### config.mk
export PLATFORM = sky130hd
export DESIGN_NAME = prefetch_responder
export DESIGN_NICKNAME = d
export VERILOG_FILES = /design/src/rtl/prefetch_pkg.sv /design/src/rtl/prefetch_req_fifo.sv /design/src/rtl/prefetch_responder.sv
export SDC_FILE = /design/constraint.sdc
export NUM_CORES = 1
export LEC_CHECK = 0
export CORE_MARGIN = 1
export CORE_UTILIZATION = 47
export CTS_CLUSTER_DIAMETER = 200
export DETAILED_ROUTE_END_ITERATION = 8
export PLACE_DENSITY = 0.65
export REMOVE_ABC_BUFFERS = 1
export SYNTH_ARGS = -nofsm -noshare
export SYNTH_HDL_FRONTEND = slang
export SYNTH_SLANG_ARGS = --single-unit
export TNS_END_PERCENT = 1
### constraint.sdc
create_clock -name clk -period 14.65 [get_ports clk]
set_clock_uncertainty 0.15 [all_clocks]
set_input_delay 2.93 -clock clk [delete_from_list [all_inputs] [get_ports clk]]
set_output_delay 2.93 -clock clk [all_outputs]
set_load 0.01 [all_outputs]
### src/rtl/prefetch_pkg.sv
// rtl/prefetch_pkg.sv - shared widths, FSM state encoding and buffer entry layout for prefetch_responder
package prefetch_pkg;

    localparam int ADDR_W_DEFAULT = 16;
    localparam int DATA_W_DEFAULT = 16;

    typedef enum logic [1:0] {
        IDLE  = 2'd0,
        ISSUE = 2'd1,
        WAIT  = 2'd2
    } state_t;

    typedef struct packed {
        logic                      valid;
        logic [ADDR_W_DEFAULT-1:0] addr;
        logic [DATA_W_DEFAULT-1:0] data;
    } buf_entry_t;

endpackage

### src/rtl/prefetch_req_fifo.sv
// rtl/prefetch_req_fifo.sv - prefetch request FIFO; pushes while full are dropped, count is registered
module prefetch_req_fifo #(
    parameter int DEPTH = 4,
    parameter int WIDTH = 16
) (
    input  logic                       clk,
    input  logic                       rst,
    input  logic                       push,
    input  logic [WIDTH-1:0]           din,
    input  logic                       pop,
    output logic [WIDTH-1:0]           dout,
    output logic [$clog2(DEPTH):0]     count,
    output logic                       full,
    output logic                       empty
);

    localparam int AW = $clog2(DEPTH);
    localparam int CW = AW + 1;

    logic [WIDTH-1:0] mem [DEPTH];
    logic [AW-1:0]    wr_ptr;
    logic [AW-1:0]    rd_ptr;
    logic             do_push;
    logic             do_pop;

    // Fullness comes from the registered count, so a same-cycle pop cannot make room for a push.
    assign full    = (count == CW'(DEPTH));
    assign empty   = (count == '0);
    assign do_push = push && !full;
    assign do_pop  = pop && !empty;
    assign dout    = mem[rd_ptr];

    always_ff @(posedge clk or posedge rst) begin
        if (rst) begin
            wr_ptr <= '0;
            rd_ptr <= '0;
            count  <= '0;
        end else begin
            if (do_push) wr_ptr <= wr_ptr + 1'b1;
            if (do_pop)  rd_ptr <= rd_ptr + 1'b1;
            if (do_push && !do_pop)      count <= count + 1'b1;
            else if (!do_push && do_pop) count <= count - 1'b1;
        end
    end

    always_ff @(posedge clk) begin
        if (do_push) mem[wr_ptr] <= din;
    end

endmodule

### src/rtl/prefetch_responder.sv
// rtl/prefetch_responder.sv - queues prefetch strobes, issues single reads, fills a FIFO-replaced CAM buffer
// Optional statistics counters built when PREFETCH_RESP_STATS_EN is defined.
module prefetch_responder
    import prefetch_pkg::*;
#(
    parameter int QDEPTH      = 4,
    parameter int BUF_ENTRIES = 8,
    parameter int ADDR_W      = ADDR_W_DEFAULT,
    parameter int DATA_W      = DATA_W_DEFAULT
) (
    input  logic              clk,
    input  logic              rst,
    input  logic              submitMemRequest,
    input  logic [ADDR_W-1:0] requestAddress,
    output logic              memReadEn,
    output logic [ADDR_W-1:0] memReadAddr,
    input  logic              memReadValid,
    input  logic [DATA_W-1:0] memReadData,
    input  logic              demandValid,
    input  logic [ADDR_W-1:0] demandAddr,
    output logic              demandHit,
    output logic [DATA_W-1:0] demandData,
    output logic              queueFull,
    output logic [7:0]        dropCount,
    output logic [7:0]        hitCount
);

    localparam int PW = $clog2(BUF_ENTRIES);
    localparam int CW = $clog2(QDEPTH) + 1;

    state_t            state;
    state_t            next_state;
    logic              pop;
    logic [ADDR_W-1:0] head_addr;
    logic [CW-1:0]     q_count;
    logic              q_full;
    logic              q_empty;
    logic [ADDR_W-1:0] req_addr;

    logic              buf_valid [BUF_ENTRIES];
    logic [ADDR_W-1:0] buf_addr  [BUF_ENTRIES];
    logic [DATA_W-1:0] buf_data  [BUF_ENTRIES];
    logic [PW-1:0]     buf_ptr;

    logic              head_match;
    logic              probe_hit;
    logic [DATA_W-1:0] probe_data;
    logic              fill;
    logic              dup_drop;
    logic              drop_full;

    prefetch_req_fifo #(
        .DEPTH (QDEPTH),
        .WIDTH (ADDR_W)
    ) u_req_fifo (
        .clk   (clk),
        .rst   (rst),
        .push  (submitMemRequest),
        .din   (requestAddress),
        .pop   (pop),
        .dout  (head_addr),
        .count (q_count),
        .full  (q_full),
        .empty (q_empty)
    );

    assign queueFull = q_full;
    assign drop_full = submitMemRequest && (q_count == CW'(QDEPTH));

    // Reverse scan so the lowest matching index is the one left standing.
    always_comb begin
        head_match = 1'b0;
        probe_hit  = 1'b0;
        probe_data = '0;
        for (int i = BUF_ENTRIES - 1; i >= 0; i--) begin
            if (buf_valid[i] && (buf_addr[i] == head_addr)) head_match = 1'b1;
            if (buf_valid[i] && (buf_addr[i] == demandAddr)) begin
                probe_hit  = 1'b1;
                probe_data = buf_data[i];
            end
        end
    end

    always_comb begin
        next_state = state;
        pop        = 1'b0;
        case (state)
            IDLE: begin
                if (!q_empty) begin
                    pop = 1'b1;
                    if (!head_match) next_state = ISSUE;
                end
            end
            ISSUE:   next_state = WAIT;
            WAIT:    if (memReadValid) next_state = IDLE;
            default: next_state = IDLE;
        endcase
    end

    assign fill     = (state == WAIT) && memReadValid;
    assign dup_drop = pop && head_match;

    always_ff @(posedge clk or posedge rst) begin
        if (rst) begin
            state       <= IDLE;
            req_addr    <= '0;
            memReadEn   <= 1'b0;
            memReadAddr <= '0;
        end else begin
            state     <= next_state;
            memReadEn <= (state == ISSUE);
            if (pop && !head_match) req_addr <= head_addr;
            if (state == ISSUE) memReadAddr <= req_addr;
        end
    end

    always_ff @(posedge clk or posedge rst) begin
        if (rst) begin
            buf_ptr <= '0;
            for (int i = 0; i < BUF_ENTRIES; i++) begin
                buf_valid[i] <= 1'b0;
                buf_addr[i]  <= '0;
                buf_data[i]  <= '0;
            end
        end else if (fill) begin
            buf_valid[buf_ptr] <= 1'b1;
            buf_addr[buf_ptr]  <= req_addr;
            buf_data[buf_ptr]  <= memReadData;
            buf_ptr            <= buf_ptr + 1'b1;
        end
    end

    always_ff @(posedge clk or posedge rst) begin
        if (rst) begin
            demandHit  <= 1'b0;
            demandData <= '0;
        end else begin
            demandHit  <= demandValid && probe_hit;
            demandData <= (demandValid && probe_hit) ? probe_data : '0;
        end
    end

`ifdef PREFETCH_RESP_STATS_EN
    logic [7:0] drop_cnt;
    logic [7:0] hit_cnt;
    logic [8:0] drop_sum;

    // A full-queue drop and a duplicate discard can land in the same cycle.
    assign drop_sum = {1'b0, drop_cnt} + {8'd0, drop_full} + {8'd0, dup_drop};

    always_ff @(posedge clk or posedge rst) begin
        if (rst) begin
            drop_cnt <= '0;
            hit_cnt  <= '0;
        end else begin
            drop_cnt <= drop_sum[8] ? 8'hFF : drop_sum[7:0];
            if (demandValid && probe_hit && (hit_cnt != 8'hFF)) hit_cnt <= hit_cnt + 1'b1;
        end
    end

    assign dropCount = drop_cnt;
    assign hitCount  = hit_cnt;
`else
    logic unused_stats;
    assign unused_stats = drop_full ^ dup_drop;
    assign dropCount    = '0;
    assign hitCount     = '0;
`endif

endmodule

==> results.toml <==
[route]
routed_wl_mm = 50.4
final_antenna_net_count = 0
via_count = 11600
drt_iter0_drc = 820
drc = 0
wire_per_inst_um = 23.9
first_pass_iters = 5
vias_per_cell = 5.51

[logic_synthesis]
ys_seq_area_share_pct = 53.0
ys_types = 50
synth_xor_area_share_pct = 12.1
synth_edf_count = 64
synthMuxAreaShare_pct = 19.2
synth_compound_area_share_pct = 4.24
synth_top_family_by_area = "multiplexers"
avgSynthCellArea_um2 = 12.7
synthArstFlopShare_pct = 83.6
syn_area_um2 = 19000
synthFlopType = "dfrtp_1"
ys_seq_elements = 390
ys_warn_count = 0
yosys.area_share.simple_pct = 6.73
yosys.area_share.adder_pct = 0.500
synthCells = 1501

[sta]
setup_viol = 0
holdWs_ns = 0.350
rsz0062_at_grt = "false"
fmax_ghz = 0.155
post-route-period-util_pct = 44.0
hold_viol = 0
relSlewSlack_pct = 27.7
tightestPinTransition_ns = 1.08
setup_tns_ns = 0
layout_setup_ws_ns = 8.20
min_period_ns = 6.45
slew_violations = 0

[worst_setup_path]
cp-start-kind = "primary input"
cp-endpoint = "demandData[1]"
startpoint = "demandAddr[2]"
reg2reg_to = "req_addr[11]"
rrSetupSlack_ns = 10.36
cp_max_fo = 19
critPathKind = "in2reg"
worst_ep_arrival_time_ns = 6.78
reg2reg_depth = 8
reg2reg_from = "u_req_fifo.rd_ptr[1]"
cp.required_ns = 14.99
critPathCaptureType = "flip-flop"

[power]
p_seq_share_pct = 42.1
combPwrFrac_pct = 33.8
power_mw = 4.54
power.net_switching_mw = 1.59
clockPowerShare_pct = 24.2
ir_drop_uv = 165
p_leak_nw = 9.11
internal_power_mw = 2.95
netSwitchingFraction_pct = 35.1
p_per_area_nw_per_um2 = 210

[clocking]
cts_tree = "built"
htreeDepth = 2
cts_setup_buffers = 0
numCtsBuffers = 43
cts_sinks = 390
clockBufferDepth = 3
clockRootBuffer = "clkbuf_16"
ctsResizeCount = 0
clkTransAtPathRegs_ns = 0.06
ctsHoldBuffers = 0
worstSkewPairLatency_ns = 0.57

[placement]
postPlaceCellArea_um2 = 20200
dpl.hpwl_mm = 34.3
routabilityCongestion = 0.944
dp_slack_ns = 7.62
port_buffers = 87
dp.cells = 2029

[final_layout]
finalInstanceArea_um2 = 21700
fin_util_pct = 54.4
final_cells = 2109
fillers = 3473
drive_gt1_share_pct = 25.1
antennaDiodeCount = 0
final_common_cell = "dfrtp_1"
layout.nets = 1609
synthToLayoutAreaGrowth_pct = 13.9
layout_common_cells = "326 x dfrtp_1, 262 x mux2_2, 209 x xnor2_1"

[global_route]
grt-ovfl-total = 0
grt_pass1_vias = 12000
grt_pass1_wl_mm = 76.5
grt_usage_pct = 25.2
antenna_found_initial = 0
grt_max_degree = 123

[worst_hold_path]
min_from = "u_req_fifo.count[2]"
hold_class = "reg2reg"

[floorplanning]
num_io_pins = 104
die_y_um = 203
initial_utilization_pct = 47.8
core_area_um2 = 39800
num_rows = 73
die-area_um2 = 41300
die_w_um = 203

[flow_run]
drv_cap = 0

[status]
status = "complete, no violations"
[worst max-delay path, cell delays in order]
cell and delay (ns):
clkdlybuf4s50_1 0.91, xnor2_1 0.19, nand4_1 0.18, nor4_1 0.34
nand3_1 0.78, nand3b_1 0.39, o31a_1 0.74, o311a_1 0.31
[synthesized netlist by cell type (2+ instances only)]
master	n	area, um^2
nor2_1	39	146
nand4_1	46	288
xnor2_1	209	1830
nor2b_1	2	12.5
nand2b_1	7	43.8
xor2_1	54	473
buf_2	9	45.0
nand3_1	30	150
a2111o_1	2	22.5
or2_2	5	31.3
o2bb2ai_1	15	131
buf_6	7	78.8
nand2_1	68	255
clkbuf_2	2	10.0
ha_1	6	75.1
nor4_4	4	85.1
buf_4	27	203
nor3_1	6	30.0
buf_1	20	75.1
mux2_2	262	2950
and2_1	5	31.3
nor3b_1	3	22.5
clkbuf_1	58	218
inv_1	42	158
mux2i_1	21	210
edfxtp_1	64	1920
o21ai_0	81	405
dfrtp_1	326	8160
a21oi_1	2	10.0
o311a_1	15	150
nor4_1	21	131
mux4_2	15	338
mux2_4	9	135
nand3b_1	3	22.5
[worst min path at each step]
stage,end,cells after the start
after floorplan,buf_valid[0],1
after global placement,u_req_fifo.count[2],1
after detailed placement,buf_data[87],1
after CTS,buf_data[89],1
after global routing,buf_data[114],1
final,u_req_fifo.count[2],1
[routing by layer]
layer / up-vias / routed length, um / track usage (%)
met5: - / 0 / 0
met4: 0 / 1970 / 11.0
met3: 101 / 1820 / 3.53
met2: 270 / 23500 / 39.9
met1: 5938 / 23100 / 34.6
li1: 5304 / - / -
[final cells by class]
| class | count | area, um^2 | area share [%] |
|---|---|---|---|
| clock buffer | 62 | 1240 | 5.72 |
| clock inverter | 18 | 214 | 0.988 |
| inverter | 42 | 165 | 0.763 |
| sequential | 390 | 10100 | 46.5 |
| multi-input combinational | 961 | 8250 | 38.1 |
| tap | 525 | 657 | 3.03 |
| timing repair buffer | 111 | 1050 | 4.85 |
[state kept, by name, indices dropped and copies added, names as in the netlist]
register	flops
buf_addr	128
buf_data	128
buf_ptr	3
buf_valid	8
demandData	16
demandHit	1
memReadAddr	16
memReadEn	1
req_addr	16
state	2
u_req_fifo.count	3
u_req_fifo.mem	64
u_req_fifo.rd_ptr	2
u_req_fifo.wr_ptr	2
[power by group through the flow]
stage | logic (mW) | registers [mW] | clock network (mW)
final | 1.53 | 1.91 | 1.10
after global placement | 1.52 | 1.91 | 0
after detailed placement | 1.54 | 1.92 | 0
after floorplan | 1.09 | 1.79 | 0
after global routing | 1.64 | 1.96 | 1.16
after CTS | 1.54 | 1.91 | 1.12
[cell families after synthesis]
| kind of cell | after synthesis |
|---|---|
| AOI/OAI and AO/OA | 125 |
| xor gates and xnor gates | 263 |
| adders and majority gates | 7 |
| buffers and inverters | 165 |
| DFF | 390 |
| muxes | 308 |
| other | 1 |
| and+or+nand+nor | 242 |
No activity file was read; power rests on OpenSTA's default activity.
